<file path="src/rtl/cmp_pkg.sv">
// Shared region/state encodings for the comparator event tracker.
// Region codes are ordered so that a numeric compare gives LESS < EQUAL < GREATER.
package cmp_pkg;

  localparam logic [1:0] REG_NONE    = 2'b00;
  localparam logic [1:0] REG_LESS    = 2'b01;
  localparam logic [1:0] REG_EQUAL   = 2'b10;
  localparam logic [1:0] REG_GREATER = 2'b11;

  // State encoding deliberately matches the region codes (UNKNOWN aliases NONE).
  typedef enum logic [1:0] {
    StUnknown = 2'b00,
    StLess    = 2'b01,
    StEqual   = 2'b10,
    StGreater = 2'b11
  } state_e;

  function automatic logic [1:0] flags_to_region(input logic a_greater,
                                                 input logic a_equal,
                                                 input logic a_less);
    logic [1:0] region;
    case ({a_greater, a_equal, a_less})
      3'b001:  region = REG_LESS;
      3'b010:  region = REG_EQUAL;
      3'b100:  region = REG_GREATER;
      default: region = REG_NONE;
    endcase
    return region;
  endfunction

endpackage

</file>
<file path="src/rtl/cmp_event_fifo_slot.sv">
// One-entry event holding register with valid/ready handshake.
// A push that finds the slot occupied and not draining is dropped and flagged.
module cmp_event_fifo_slot (
  input  logic       clk,
  input  logic       rst_n,
  input  logic       clr,
  input  logic       push,
  input  logic [1:0] push_code,
  input  logic       push_up,
  input  logic       ready,
  output logic       valid,
  output logic [1:0] code,
  output logic       up,
  output logic       ovf_sticky
);

  logic accept;
  assign accept = valid & ready;

  always_ff @(posedge clk or negedge rst_n) begin
    if (!rst_n) begin
      valid      <= 1'b0;
      code       <= 2'b00;
      up         <= 1'b0;
      ovf_sticky <= 1'b0;
    end else if (clr) begin
      valid      <= 1'b0;
      ovf_sticky <= 1'b0;
    end else if (push) begin
      if (!valid || accept) begin
        valid <= 1'b1;
        code  <= push_code;
        up    <= push_up;
      end else begin
        // Pending payload is left untouched; only the loss is recorded.
        ovf_sticky <= 1'b1;
      end
    end else if (accept) begin
      valid <= 1'b0;
    end
  end

endmodule

</file>
<file path="src/rtl/cmp_event_tracker.sv">
// Debounces magnitude-comparator flags into a committed region and reports
// region changes as handshaked events with a saturating crossing count.
module cmp_event_tracker
  import cmp_pkg::*;
#(
  parameter int unsigned STABLE_CNT = 4,
  parameter int unsigned CNT_W      = 8
) (
  input  logic             clk,
  input  logic             rst_n,
  input  logic             sample_valid,
  input  logic             a_greater,
  input  logic             a_equal,
  input  logic             a_less,
  input  logic             clr,
  output logic             state_less,
  output logic             state_equal,
  output logic             state_greater,
  output logic             evt_valid,
  input  logic             evt_ready,
  output logic             evt_up,
  output logic [1:0]       evt_code,
  output logic [CNT_W-1:0] cross_cnt,
  output logic             err_sticky,
  output logic             ovf_sticky
);

  localparam logic [3:0] StableMax = 4'(STABLE_CNT);

  state_e     state_q;
  logic [1:0] state_bits;
  logic [1:0] sample_region;
  logic [1:0] cand_q, cand_d;
  logic [3:0] stab_q, stab_d;
  logic       sample_bad;
  logic       commit;
  logic       crossing;
  logic       evt_gen;
  logic       evt_up_d;

  assign state_bits    = state_q;
  assign sample_region = flags_to_region(a_greater, a_equal, a_less);

  always_comb begin
    cand_d     = cand_q;
    stab_d     = stab_q;
    sample_bad = 1'b0;
    if (sample_valid) begin
      if (sample_region == REG_NONE) begin
        sample_bad = 1'b1;
        cand_d     = REG_NONE;
        stab_d     = 4'd0;
      end else if (sample_region == cand_q) begin
        stab_d = (stab_q >= StableMax) ? StableMax : stab_q + 4'd1;
      end else begin
        cand_d = sample_region;
        stab_d = 4'd1;
      end
    end
  end

  always_comb begin
    commit   = sample_valid && !sample_bad && (stab_d == StableMax) && (cand_d != state_bits);
    // Acquisition out of UNKNOWN is not a crossing.
    crossing = commit && (state_q != StUnknown);
    evt_gen  = crossing && !clr;
    evt_up_d = cand_d > state_bits;
  end

  always_ff @(posedge clk or negedge rst_n) begin
    if (!rst_n) begin
      state_q       <= StUnknown;
      state_less    <= 1'b0;
      state_equal   <= 1'b0;
      state_greater <= 1'b0;
    end else if (commit) begin
      state_q       <= state_e'(cand_d);
      state_less    <= (cand_d == REG_LESS);
      state_equal   <= (cand_d == REG_EQUAL);
      state_greater <= (cand_d == REG_GREATER);
    end
  end

  always_ff @(posedge clk or negedge rst_n) begin
    if (!rst_n) begin
      cand_q <= REG_NONE;
      stab_q <= 4'd0;
    end else begin
      cand_q <= cand_d;
      stab_q <= stab_d;
    end
  end

  always_ff @(posedge clk or negedge rst_n) begin
    if (!rst_n) begin
      cross_cnt  <= '0;
      err_sticky <= 1'b0;
    end else if (clr) begin
      cross_cnt  <= '0;
      err_sticky <= 1'b0;
    end else begin
      if (crossing && (cross_cnt != {CNT_W{1'b1}})) begin
        cross_cnt <= cross_cnt + 1'b1;
      end
      if (sample_bad) begin
        err_sticky <= 1'b1;
      end
    end
  end

  cmp_event_fifo_slot u_slot (
    .clk        (clk),
    .rst_n      (rst_n),
    .clr        (clr),
    .push       (evt_gen),
    .push_code  (cand_d),
    .push_up    (evt_up_d),
    .ready      (evt_ready),
    .valid      (evt_valid),
    .code       (evt_code),
    .up         (evt_up),
    .ovf_sticky (ovf_sticky)
  );

endmodule

</file>
<file path="config.mk">
export PLATFORM = sky130hd
export DESIGN_NAME = cmp_event_tracker
export DESIGN_NICKNAME = d
export VERILOG_FILES = /design/src/rtl/cmp_pkg.sv /design/src/rtl/cmp_event_fifo_slot.sv /design/src/rtl/cmp_event_tracker.sv
export SDC_FILE = /design/constraint.sdc
export NUM_CORES = 1
export LEC_CHECK = 0
export ABC_AREA = 1
export CORE_UTILIZATION = 45
export DETAILED_ROUTE_END_ITERATION = 12
export PLACE_DENSITY = 0.76
export SKIP_LAST_GASP = 1
export SLEW_MARGIN = 20
export SYNTH_ARGS = -nofsm -noshare
export SYNTH_HDL_FRONTEND = slang
export SYNTH_SLANG_ARGS = --single-unit
export TNS_END_PERCENT = 30
</file>
<file path="constraint.sdc">
create_clock -name clk -period 3.4 [get_ports clk]
set_input_delay 0.85 -clock clk [delete_from_list [all_inputs] [get_ports clk]]
set_output_delay 0.85 -clock clk [all_outputs]
set_load 0.005 [all_outputs]
</file>
======== After elaboration in Yosys (flattened, before gate mapping) ========
Cells that the tools add are included.
cells by class
  add/sub/neg operators ................... 2
  order comparisons ....................... 2
  equal/unequal tests ..................... 12
  mux-type cells .......................... 21
  bitwise logic cells ..................... 2
  reduce and logical (&&, ||, !) cells .... 19
operators by type and width
  cell                                                               count
  2-to-1 mux 4 bit                                                   4
  2-to-1 mux 8 bit                                                   2
  2-to-1 mux 1 bit                                                   11
  adder 8 x 1 -> 8 bit, second input constant                        1
  inequality test 8 bit, second input constant                       1
  nonzero test 2 bit                                                 4
  logical AND 1 bit                                                  6
  2-to-1 mux 2 bit                                                   3
  case mux 2 bit (3 select lines)                                    1
  adder 4 x 1 -> 4 bit, second input constant                        1
  == test 2 bit, second input constant                               2
  == test 4 x 3 -> 1 bit, second input constant                      1
  greater-or-equal comparator 4 x 3 -> 1 bit, second input constant  1
  AND reduction 2 bit                                                2
  == test 3 x 1 -> 1 bit, second input constant                      1
  == test 3 x 2 -> 1 bit, second input constant                      1
  == test 3 bit, second input constant                               1
  zero test 1 bit                                                    3
  inequality test 3 x 2 -> 1 bit, second input constant              1
  AND reduction 3 bit                                                1
  nonzero test 3 bit                                                 1
  == test 2 x 1 -> 1 bit, second input constant                      1
  == test 2 bit                                                      1
  greater-than comparator 2 bit                                      1
  other kinds (6)                                                    6
storage, ports and cells
  register bits ........................... 25
  input port bits ......................... 8
  output and inout port bits .............. 17
  logic and storage cells ................. 70

======== Logic depth before layout (Yosys ltp) ========
Gate-level depths: netlist (run 1).
  depth in word-level cells ............... 13
  depth in mapped cells ................... 14
  depth with buffers taken out ............ 14

======== Modules after synthesis ========
Synthesis (run 1) repeated with hierarchy kept, for this count alone.
second synthesis, totals
  cells, all modules ...................... 184
  area, all modules ....................... 1458.9 um^2
modules (own cells, without submodules)
  module               instances  cells an instance  area each (um^2)  seq. area each (um^2)
  cmp_event_tracker    1          161                1246.2            500.5
  cmp_event_fifo_slot  1          23                 212.7             125.1

======== Worst setup path after synthesis (run 1) ========
Ideal clock, no wire load.
  path type ............................... input to register
  start ................................... input a_greater
  end ..................................... register state_less
  setup time .............................. 0.121 ns
  arrival ................................. 2.429 ns
  required time ........................... 3.279 ns
  slack ................................... 0.850 ns
  stages on the path ...................... 11
  path buffers ............................ 0
  cells stage by stage .................... nand2_1 > nand3_2 > o21ai_0 > ha_1 > nand2_1 > nand2_1 > a21oi_4 > nand2_2 > inv_2 > nand2_2 > a21boi_1
between the ends
  elaborated cells between the ends (all ways) .. 21
  classes of those cells .................. eq/ne: 7; mux: 9; reduce/logical: 5
RTL lines
  element                                      RTL line                 text
  from (decl)                                  cmp_event_tracker.sv:12  input logic a_greater,
  == test 3 bit, or another cell as far along  cmp_pkg.sv:22            case ({a_greater, a_equal, a_less})
  case mux 2 bit (3 select lines) (*)          cmp_pkg.sv:22
  == test 2 bit                                cmp_event_tracker.sv:53  end else if (sample_region == cand_q) begin
  2-to-1 mux 2 bit                             cmp_event_tracker.sv:53
  2-to-1 mux 2 bit (*)                         cmp_event_tracker.sv:49  if (sample_region == REG_NONE) begin
  2-to-1 mux 2 bit (*)                         cmp_event_tracker.sv:48  if (sample_valid) begin
  via cand_d[1]                                cmp_event_tracker.sv:33  logic [1:0] cand_q, cand_d;
  inequality test 2 bit                        cmp_event_tracker.sv:63  commit = sample_valid && !sample_bad && (stab_d == StableMax) && (cand_d != state_bits);
  logical AND 1 bit                            cmp_event_tracker.sv:63
  to (signal assigned)                         cmp_event_tracker.sv:78  state_less <= (cand_d == REG_LESS);
  to (decl)                                    cmp_event_tracker.sv:16  output logic state_less,
Mark *: on every way through the listed nets, which the timed path passes. The rest lies on a longest branch.
A chain may end at the register's enable or synchronous reset.

======== Worst setup path after layout (run 1) ========
  start ................................... input sample_valid
  end ..................................... register cross_cnt[4]
between the ends
  elaborated cells between the ends (all ways) .. 12
  classes of those cells .................. eq/ne: 2; mux: 3; reduce/logical: 7
RTL lines
  element                              RTL line                  text
  from (decl)                          cmp_event_tracker.sv:11   input logic sample_valid,
  2-to-1 mux 2 bit                     cmp_event_tracker.sv:48
  via cand_d[1]                        cmp_event_tracker.sv:33
  inequality test 2 bit                cmp_event_tracker.sv:63
  logical AND 1 bit                    cmp_event_tracker.sv:63
  logical AND 1 bit                    cmp_event_tracker.sv:65   crossing = commit && (state_q != StUnknown);
  logical AND 1 bit                    cmp_event_tracker.sv:102  if (crossing && (cross_cnt != {CNT_W{1'b1}})) begin
  nonzero test 2 bit (no source line)  -
  to (signal assigned)                 cmp_event_tracker.sv:103  cross_cnt <= cross_cnt + 1'b1;
  to (decl)                            cmp_event_tracker.sv:23   output logic [CNT_W-1:0] cross_cnt,
The timed path passes the listed nets, and every way through them passes these cells.

==> results.txt, run 1 <==
vias in the first global route: 1104
die width: 59.0 um
grt total ovfl: 0
Num Clock Sinks: 25
Worst setup startpoint: sample_valid
Crit. End Element: flip-flop
final hold slack: 498 ps
GR Layer Usage met2: 0.271
GPL Wtd Cong: 0.811
antenna violations before repair: 0
CP endpoint: cross_cnt[4]
post-synth net total: 190
routed len/inst: 10.5 um
core area: 3080 um^2
share of layout cells above drive strength 1: 0.145
Vias: 1183
Post-Syn Instances: 178
n_diodes: 0
HP Class: flip-flop to flip-flop
largest area contributor in the netlist: dfrtp_1
final hold vios: 0
first-pass GRT wire length: 4600 um
met1 usage: 0.250
CTS tree: built
Initial Utilization: 0.474
Yosys top cell area share: 0.428
maximum clock rate: 353 MHz
Yosys reg bits: 25
hpwl dp: 2030 um
CP arrival: 3050 ps
Util after Layout: 0.582
Max Slew Vio Count: 0
mapped cell area: 1460 um^2
Layout area overhead: 22.7%
total setup buffers inserted after CTS: 0
WHS Path Cells: 2
H-tree levels: 1
Yosys cell types: 29
DP Worst Slack: 229 ps
Worst Skew: 0.827 ps
Worst Tran Pin Value: 441 ps
sequential-to-total area share from yosys stat: 0.428
ranking of synthesized cells by area: dfrtp_1 43%, nand2_1 11%, nand3_1 8.2%, inv_1 5.9%, ha_1 3.4%
CP required: 3620 ps
FF-to-FF End: cross_cnt[4]
Root Driver: clkbuf_4
critical path class: input pin to flip-flop
unrepaired setup endpoints after global routing: false
Hold Crit Start: u_slot.up
via/cell ratio: 4.71
Most Used Layer, Global Route: met2
Port Buffer Count: 24
Final Setup Violations: 0
Reg-to-Reg Start: cand_q[0]
GRT Overall Usage: 0.179
status: complete, no violations
ANT nets after route: 0
io pins: 25
CTS hold repair buffers: 0
Leak Pwr: 0.000910 uW
relative slew slack: 0.704
final worst path period need: 2840 ps
CP startpoint kind: input pin
clock transition at the registers of the reported paths: 120 ps
DR iter-0 viols: 17
R2R setup slack: 1450 ps
drt drc: 0
Total Wirelength: 2650 um
drt first pass iters: 6
power density over the cells: 294 nW/um^2
clock insertion delay at the later pin of the skew report: 310 ps
nets: 220
grt met3 use: 0.0264
Setup WS post-layout: 564 ps
Max Cap Viol: 0
largest net degree at the start of global routing: 26
Setup TNS Final: 0 ps
CTS buffer count: 3
die height: 59.0 um
Avg Synthesized Cell Area: 8.20 um^2
period utilisation layout: 0.834
post-CTS sizing: 0
Max Buffers Root-to-Sink: 2
Yosys warning count: 0
total die area: 3480 um^2
Peak supply drop: 146 uV
row count: 20
worst-path fanout max: 8
reg2reg path depth: 8
## cells in the mapped netlist
library cell and instances:
o21ai_2 1, nand3_1 24, nand2_2 7, nand4_1 7
clkinv_1 1, nand4_2 1, nor2_1 7, buf_2 1
nand2_1 42, nand3_4 1, a21boi_1 1, nor2_8 1
dfrtp_1 25, a21oi_4 1, nor3b_1 1, nor2_2 2
o21a_1 1, nor2_4 2, xnor2_1 1, nand3_2 3
o21ai_0 4, inv_2 4, o21ai_1 2, ha_1 4
xor2_1 5, inv_1 23, nand2_4 1, a21oi_1 4
or2_2 1
## logic make-up (layout without fill, tap and decap cells)
group,Yosys count,in the layout,synth area share
DFF,25,25,0.428
xor gates and xnor gates,6,6,0.0360
adders and majority gates,4,4,0.0343
AOI/OAI and AO/OA,14,14,0.0617
buffers and inverters,29,58,0.0754
and+or+nand+nor,100,100,0.364
## critical path, stage by stage
cell	delay [ps]
clkdlybuf4s50_1	600
inv_1	150
o21ai_0	310
ha_1	320
nand2_1	80
nand2_1	80
a21oi_4	200
nand4_2	250
nand3_1	140
nand2_1	70
## power breakdown
part / internal (uW) / switching (uW)
logic: 34.4 / 52.6
registers: 306 / 5.37
clock network: 45.9 / 83.1
## per-layer routing
metal / wire length, um / up-vias
met5: 0 / -
met4: 38 / 0
met3: 62 / 4
met2: 1190 / 17
met1: 1360 / 530
li1: - / 632
## worst min path at each step
stage | to | slack [ps]
5_1_grt | u_slot.up | 540
3_5_place_dp | u_slot.up | 470
2_1_floorplan | stab_q[3] | 450
6_report | u_slot.up | 500
3_3_place_gp | stab_q[3] | 470
4_1_cts | u_slot.up | 510
## layout by cell type (no fill, tap or decap), drive strengths merged, types with 4 or more instances in the layout
cell / n
a21oi: 5
clkbuf: 4
clkdlybuf4s50: 24
dfrtp: 25
ha: 4
inv: 27
nand2: 50
nand3: 28
nand4: 8
nor2: 12
o21ai: 7
xor2: 5
## stage by stage
| step | instance area [um^2] | power [uW] | instances |
|---|---|---|---|
| after floorplan | 1460 | 371 | 178 |
| after global placement | 1770 | 403 | 247 |
| after detailed placement | 1770 | 405 | 247 |
| after CTS | 1790 | 534 | 251 |
| after global routing | 1790 | 561 | 251 |
| final | 1790 | 527 | 251 |
## area by class of cell
cell class,count,area (um^2)
Inverter,28,105
Tap cell,44,55.1
Clock buffer,4,26.3
Fill cell,289,1290
Sequential cell,25,626
Timing Repair Buffer,26,255
Multi-Input combinational cell,124,724
## sequential cells by signal, indices dropped and copies added (netlist names), 2 cells and up
name / count
u_slot.code: 2
cross_cnt: 8
stab_q: 4
cand_q: 2
state_bits: 2
Note: power is estimated with default switching activity, not from simulation.
==> run 2, diff against run 1 <==
Clock period 3.4 ns to 2.9 ns, I/O delays scaled along.
==> results.txt, run 2 (synthesis results as in run 1) <==
hpwl dp: 2150 um (was 2030 um)
routed wire length on met2: 1260 um (was 1190 um)
Hold Crit Start: u_slot.up (unchanged)
Num Clock Sinks: 25 (unchanged)
antenna violations before repair: 0 (unchanged)
share of layout cells above drive strength 1: 0.174 (was 0.145)
largest net degree at the start of global routing: 26 (unchanged)
most used cell, CP: nand2_1 (unchanged)
FF-to-FF End: cross_cnt[0] (was cross_cnt[4])
status: complete, no violations (unchanged)
HP Class: flip-flop to flip-flop (unchanged)
core area: 3080 um^2 (unchanged)
Total Wirelength: 2840 um (was 2650 um)
CP arrival: 2840 ps (was 3050 ps)
reg2reg path depth: 8 (unchanged)
clock transition at the registers of the reported paths: 130 ps (was 120 ps)
Max Used Layer: met4 (unchanged)
routed len/inst: 11.1 um (was 10.5 um)
CTS buffer count: 3 (unchanged)
Final Setup Violations: 0 (unchanged)
unrepaired setup endpoints after global routing: false (unchanged)
power after layout: 632 uW (was 527 uW)
most frequent cells in the layout: 42 x nand2_1, 25 x dfrtp_1, 24 x nand3_1, 24 x clkdlybuf4s50_1, 23 x inv_1 (unchanged)
Peak supply drop: 220 uV (was 146 uV)
critical-path cell with the highest stage delay: clkdlybuf4s50_1 (unchanged)
n_diodes: 0 (unchanged)
Cells after DPL: 253 (was 247)
GPL Wtd Cong: 0.808 (was 0.811)
Met3 Wirelength: 92 um (was 62 um)
Root Driver: clkbuf_4 (unchanged)
Worst Tran Pin Value: 439 ps (was 441 ps)
DP Worst Slack: -33.2 ps (was 229 ps)
M1 WL: 1430 um (was 1360 um)
drt drc: 0 (unchanged)
Biggest register: cross_cnt (unchanged)
CP required: 3120 ps (was 3620 ps)
total setup buffers inserted after CTS: 0 (unchanged)
power density over the cells: 344 nW/um^2 (was 294 nW/um^2)
Max Cap Viol: 0 (unchanged)
Max Slew Vio Count: 0 (unchanged)
ANT nets after route: 0 (unchanged)
Top Registers: cross_cnt: 8 flops, stab_q: 4 flops (unchanged)
most common cell after layout, fill and taps aside: nand2_1 (unchanged)
R2R setup slack: 930 ps (was 1450 ps)
CTS tree: built (unchanged)
nets: 226 (was 220)
maximum clock rate: 382 MHz
period utilisation layout: 0.902
via/cell ratio: 4.68 (was 4.71)
Non-Filler Instances: 257 (was 251)
GRT Overall Usage: 0.186 (was 0.179)
max FFs per register: 8 (unchanged)
DR iter-0 viols: 31 (was 17)
final hold vios: 0 (unchanged)
Leak Pwr: 0.000941 uW (was 0.000910 uW)
worst-path fanout max: 8 (unchanged)
CP startpoint kind: input pin (unchanged)
Vias: 1202 (was 1183)
Util after Layout: 0.597 (was 0.582)
Port Buffer Count: 24 (unchanged)
critical-path cell list: clkdlybuf4s50_1 -> inv_2 -> nand2_4 -> nand3_2 -> o21ai_0 -> ha_1 -> nand2_1 -> nand2_1 -> a21oi_4 -> nand4_2 -> nand3_1 -> nand2_1 (was clkdlybuf4s50_1 -> inv_1 -> o21ai_0 -> ha_1 -> nand2_1 -> nand2_1 -> a21oi_4 -> nand4_2 -> nand3_1 -> nand2_1)
die height: 59.0 um (unchanged)
Slowest Stage Delay on Critical Path: 510 ps (was 600 ps)
CTS hold repair buffers: 0 (unchanged)
Crit. End Element: flip-flop (unchanged)
Max Buffers Root-to-Sink: 2 (unchanged)
total die area: 3480 um^2 (unchanged)
row count: 20 (unchanged)
Layout area overhead: 25.9% (was 22.7%)
Reg-to-Reg Start: cand_q[0] (unchanged)
Worst Skew: 3.39 ps (was 0.827 ps)
grt total ovfl: 0 (unchanged)
die width: 59.0 um (unchanged)
post-CTS sizing: 0 (unchanged)
relative slew slack: 0.705 (was 0.704)
H-tree levels: 1 (unchanged)
WHS Path Cells: 2 (unchanged)
Min-Delay Endpoint: u_slot.up (unchanged)
clock insertion delay at the later pin of the skew report: 330 ps (was 310 ps)
final worst path period need: 2610 ps
Initial Utilization: 0.474 (unchanged)
critical path class: input pin to flip-flop (unchanged)
drt first pass iters: 4 (was 6)
vias in the first global route: 1101 (was 1104)
Setup WS post-layout: 285 ps (was 564 ps)
first-pass GRT wire length: 4750 um (was 4600 um)
io pins: 25 (unchanged)
-- run 2: routing by layer --
metal,vias to the layer above,global-route usage
met5,-,0
met4,0,0.102
met3,5,0.0242
met2,20,0.291
met1,532,0.252
li1,645,-
-- run 2: worst max-delay path: cells and delay by family --
family	cells	cell delay, ps
buf+inv	2	580
compound gates	2	450
simple gates	7	760
fa+ha+maj	1	320
-- run 2: layout make-up --
class,instances,area (um^2)
Clock buffer,3,22.5
Clock inverter,1,5.00
Fill cell,297,1240
Inverter,28,105
Multi-Input combinational cell,124,724
Sequential cell,25,626
Tap cell,44,55.1
Timing Repair Buffer,32,300
-- run 2: report_power, final --
| part | internal [uW] | leakage (uW) | switching (uW) | total (uW) |
|---|---|---|---|---|
| clock | 51.8 | 0.0000177 | 106 | 158 |
| combinational | 45.9 | 0.000589 | 63.0 | 109 |
| sequential | 358 | 0.000334 | 6.43 | 365 |
-- run 2: per-stage QoR --
stage | hold slack [ps] | instance area [um^2] | TNS, ps
global placement | 467 | 1810 | -10.9
global route | 518 | 1840 | 0
CTS | 508 | 1840 | 0
floorplan | 429 | 1460 | 0
finish | 499 | 1840 | 0
detailed placement | 474 | 1810 | -146
-- run 2: worst max path at each step --
stage / end / start / cells after the start / slack [ps]
after floorplan: state_less / a_greater / 11 / 470
after global placement: cross_cnt[6] / a_less / 13 / -7
after detailed placement: cross_cnt[0] / a_greater / 12 / -30
after CTS: cross_cnt[0] / a_greater / 12 / 300
after global routing: cross_cnt[2] / a_greater / 12 / 160
final: cross_cnt[0] / a_greater / 12 / 290
==> run 3, diff against run 2 <==
==> constraint.sdc (replaced) <==
create_clock -name clk -period 2.9 [get_ports clk]
set_input_delay 0.725 -clock clk [delete_from_list [all_inputs] [get_ports clk]]
set_output_delay 0.725 -clock clk [all_outputs]
set_load 0.1 [all_outputs]
==> results.txt, run 3 (synthesis results as in run 1) <==
largest net degree at the start of global routing: 26 (unchanged)
via/cell ratio: 4.93 (was 4.68)
Peak supply drop: 198 uV (was 220 uV)
H-tree levels: 1 (unchanged)
worst-path fanout max: 8 (unchanged)
Setup TNS Final: 0 ps (unchanged)
Vias: 1266 (was 1202)
power after layout: 642 uW (was 632 uW)
core area: 3080 um^2 (unchanged)
drt drc: 0 (unchanged)
Max Buffers Root-to-Sink: 2 (unchanged)
Layout area overhead: 22.9% (was 25.9%)
Worst Skew: 3.06 ps (was 3.39 ps)
row count: 20 (unchanged)
max FFs per register: 8 (unchanged)
CP startpoint kind: input pin (unchanged)
status: complete, no violations (unchanged)
most used cell, CP: nand2_1 (unchanged)
die width: 59.0 um (unchanged)
maximum clock rate: 380 MHz (was 382 MHz)
Port Buffer Count: 24 (unchanged)
Total Wirelength: 2780 um (was 2840 um)
DR iter-0 viols: 39 (was 31)
WP buf/inv: 2 (unchanged)
clock insertion delay at the later pin of the skew report: 310 ps (was 330 ps)
n_diodes: 0 (unchanged)
vias in the first global route: 1196 (was 1101)
relative slew slack: 0.724 (was 0.705)
io pins: 25 (unchanged)
hpwl dp: 2140 um (was 2150 um)
critical path class: input pin to flip-flop (unchanged)
Crit. End Element: flip-flop (unchanged)
power density over the cells: 358 nW/um^2 (was 344 nW/um^2)
share of layout cells above drive strength 1: 0.249 (was 0.174)
clock transition at the registers of the reported paths: 120 ps (was 130 ps)
unrepaired setup endpoints after global routing: false (unchanged)
grt total ovfl: 0 (unchanged)
Worst Tran Pin Value: 412 ps (was 439 ps)
antenna violations before repair: 0 (unchanged)
Max Slew Vio Count: 0 (unchanged)
period utilisation layout: 0.907 (was 0.902)
Initial Utilization: 0.474 (unchanged)
Root Driver: clkbuf_4 (unchanged)
CTS buffer count: 3 (unchanged)
Final Setup Violations: 0 (unchanged)
final hold vios: 0 (unchanged)
critical-path cell with the highest stage delay: clkdlybuf4s50_1 (unchanged)
ANT nets after route: 0 (unchanged)
most frequent cells in the layout: 42 x nand2_1, 25 x dfrtp_1, 25 x buf_4 (was 42 x nand2_1, 25 x dfrtp_1, 24 x nand3_1, 24 x clkdlybuf4s50_1, 23 x inv_1)
GRT Overall Usage: 0.186 (about the same)
most common cell after layout, fill and taps aside: nand2_1 (unchanged)
GPL Wtd Cong: 0.798 (was 0.808)
CP arrival: 2840 ps (about the same)
final worst path period need: 2630 ps (was 2610 ps)
Biggest register: cross_cnt (unchanged)
drt first pass iters: 4 (unchanged)
Num Clock Sinks: 25 (unchanged)
HP Class: flip-flop to flip-flop (unchanged)
Slowest Stage Delay on Critical Path: 510 ps (about the same)
post-CTS sizing: 0 (unchanged)
die height: 59.0 um (unchanged)
CTS hold repair buffers: 0 (unchanged)
Max Cap Viol: 0 (unchanged)
routed len/inst: 10.8 um (was 11.1 um)
total setup buffers inserted after CTS: 0 (unchanged)
Filler cells: 281 (was 297)
CP required: 3110 ps (was 3120 ps)
nets: 226 (unchanged)
CP delay by family, top: simple AND/OR/NAND/NOR gates (unchanged)
first-pass GRT wire length: 4860 um (was 4750 um)
critical-path cell list: clkdlybuf4s50_1 -> inv_2 -> nand2_2 -> nand3_2 -> nand2_1 -> o21ai_0 -> ha_1 -> nand2_1 -> nand2_1 -> a21oi_4 -> nand4_2 -> nand3_1 -> nand2_1 (was clkdlybuf4s50_1 -> inv_2 -> nand2_4 -> nand3_2 -> o21ai_0 -> ha_1 -> nand2_1 -> nand2_1 -> a21oi_4 -> nand4_2 -> nand3_1 -> nand2_1)
Top Registers: cross_cnt: 8 flops, stab_q: 4 flops (unchanged)
CTS tree: built (unchanged)
Leak Pwr: 0.000972 uW (was 0.000941 uW)
total die area: 3480 um^2 (unchanged)
==> run 3: changes by cell type in the layout (fill, tap and decap cells not counted), sizes merged <==
cell and delta:
clkinv -1, buf +17, clkdlybuf4s50 -17, clkbuf +1
==> run 3: path summary, 6_finish.rpt <==
kind	depth (start not counted)	startpoint	slack, ps	to
max reg2reg	8	cand_q[0]	860	cross_cnt[7]
min	2	stab_q[3]	500	stab_q[3]
min in group asynchronous	2	rst_n	750	cross_cnt[6]
min reg2reg	2	stab_q[3]	500	stab_q[3]
max in group asynchronous	2	rst_n	1910	u_slot.valid
max	13	a_greater	270	cross_cnt[7]
==> run 3: cell type report <==
type / count / area (um^2) / area share
Inverter: 28 / 105 / 0.0586
Tap cell: 44 / 55.1 / 0.0307
Multi-Input combinational cell: 124 / 724 / 0.404
Clock buffer: 4 / 26.3 / 0.0146
Timing Repair Buffer: 32 / 258 / 0.144
Sequential cell: 25 / 626 / 0.349
==> run 3: per-stage QoR <==
step	worst slack (ps)	instances	hold slack, ps	area (um^2)	utilization
2_1_floorplan	472	178	429	1460	-
3_3_place_gp	3.75	253	469	1770	0.574
3_5_place_dp	-63.5	253	476	1770	0.574
4_1_cts	270	257	511	1790	0.583
5_1_grt	140	257	539	1790	0.583
6_report	269	257	498	1790	0.583
==> run 3: where the power goes <==
group	switching [uW]	leakage, uW	internal [uW]
registers	7.00	0.000334	358
clock network	95.3	0.0000150	53.8
logic	82.7	0.000623	45.2
total	185	0.000972	457
==> run 3: per-layer routing <==
layer,track usage,vias to the layer above,part of all wire
li1,-,642,-
met1,0.232,589,0.45
met2,0.310,28,0.48
met3,0.0242,7,0.045
met4,0.105,0,0.021
met5,0,-,0
==> run 3: worst min-delay path, delay by kind of cell, from the launching register on <==
family / cells / cell delay [ps]
DFF: 1 / 340
and+or+nand+nor: 1 / 80
buffers and inverters: 1 / 40
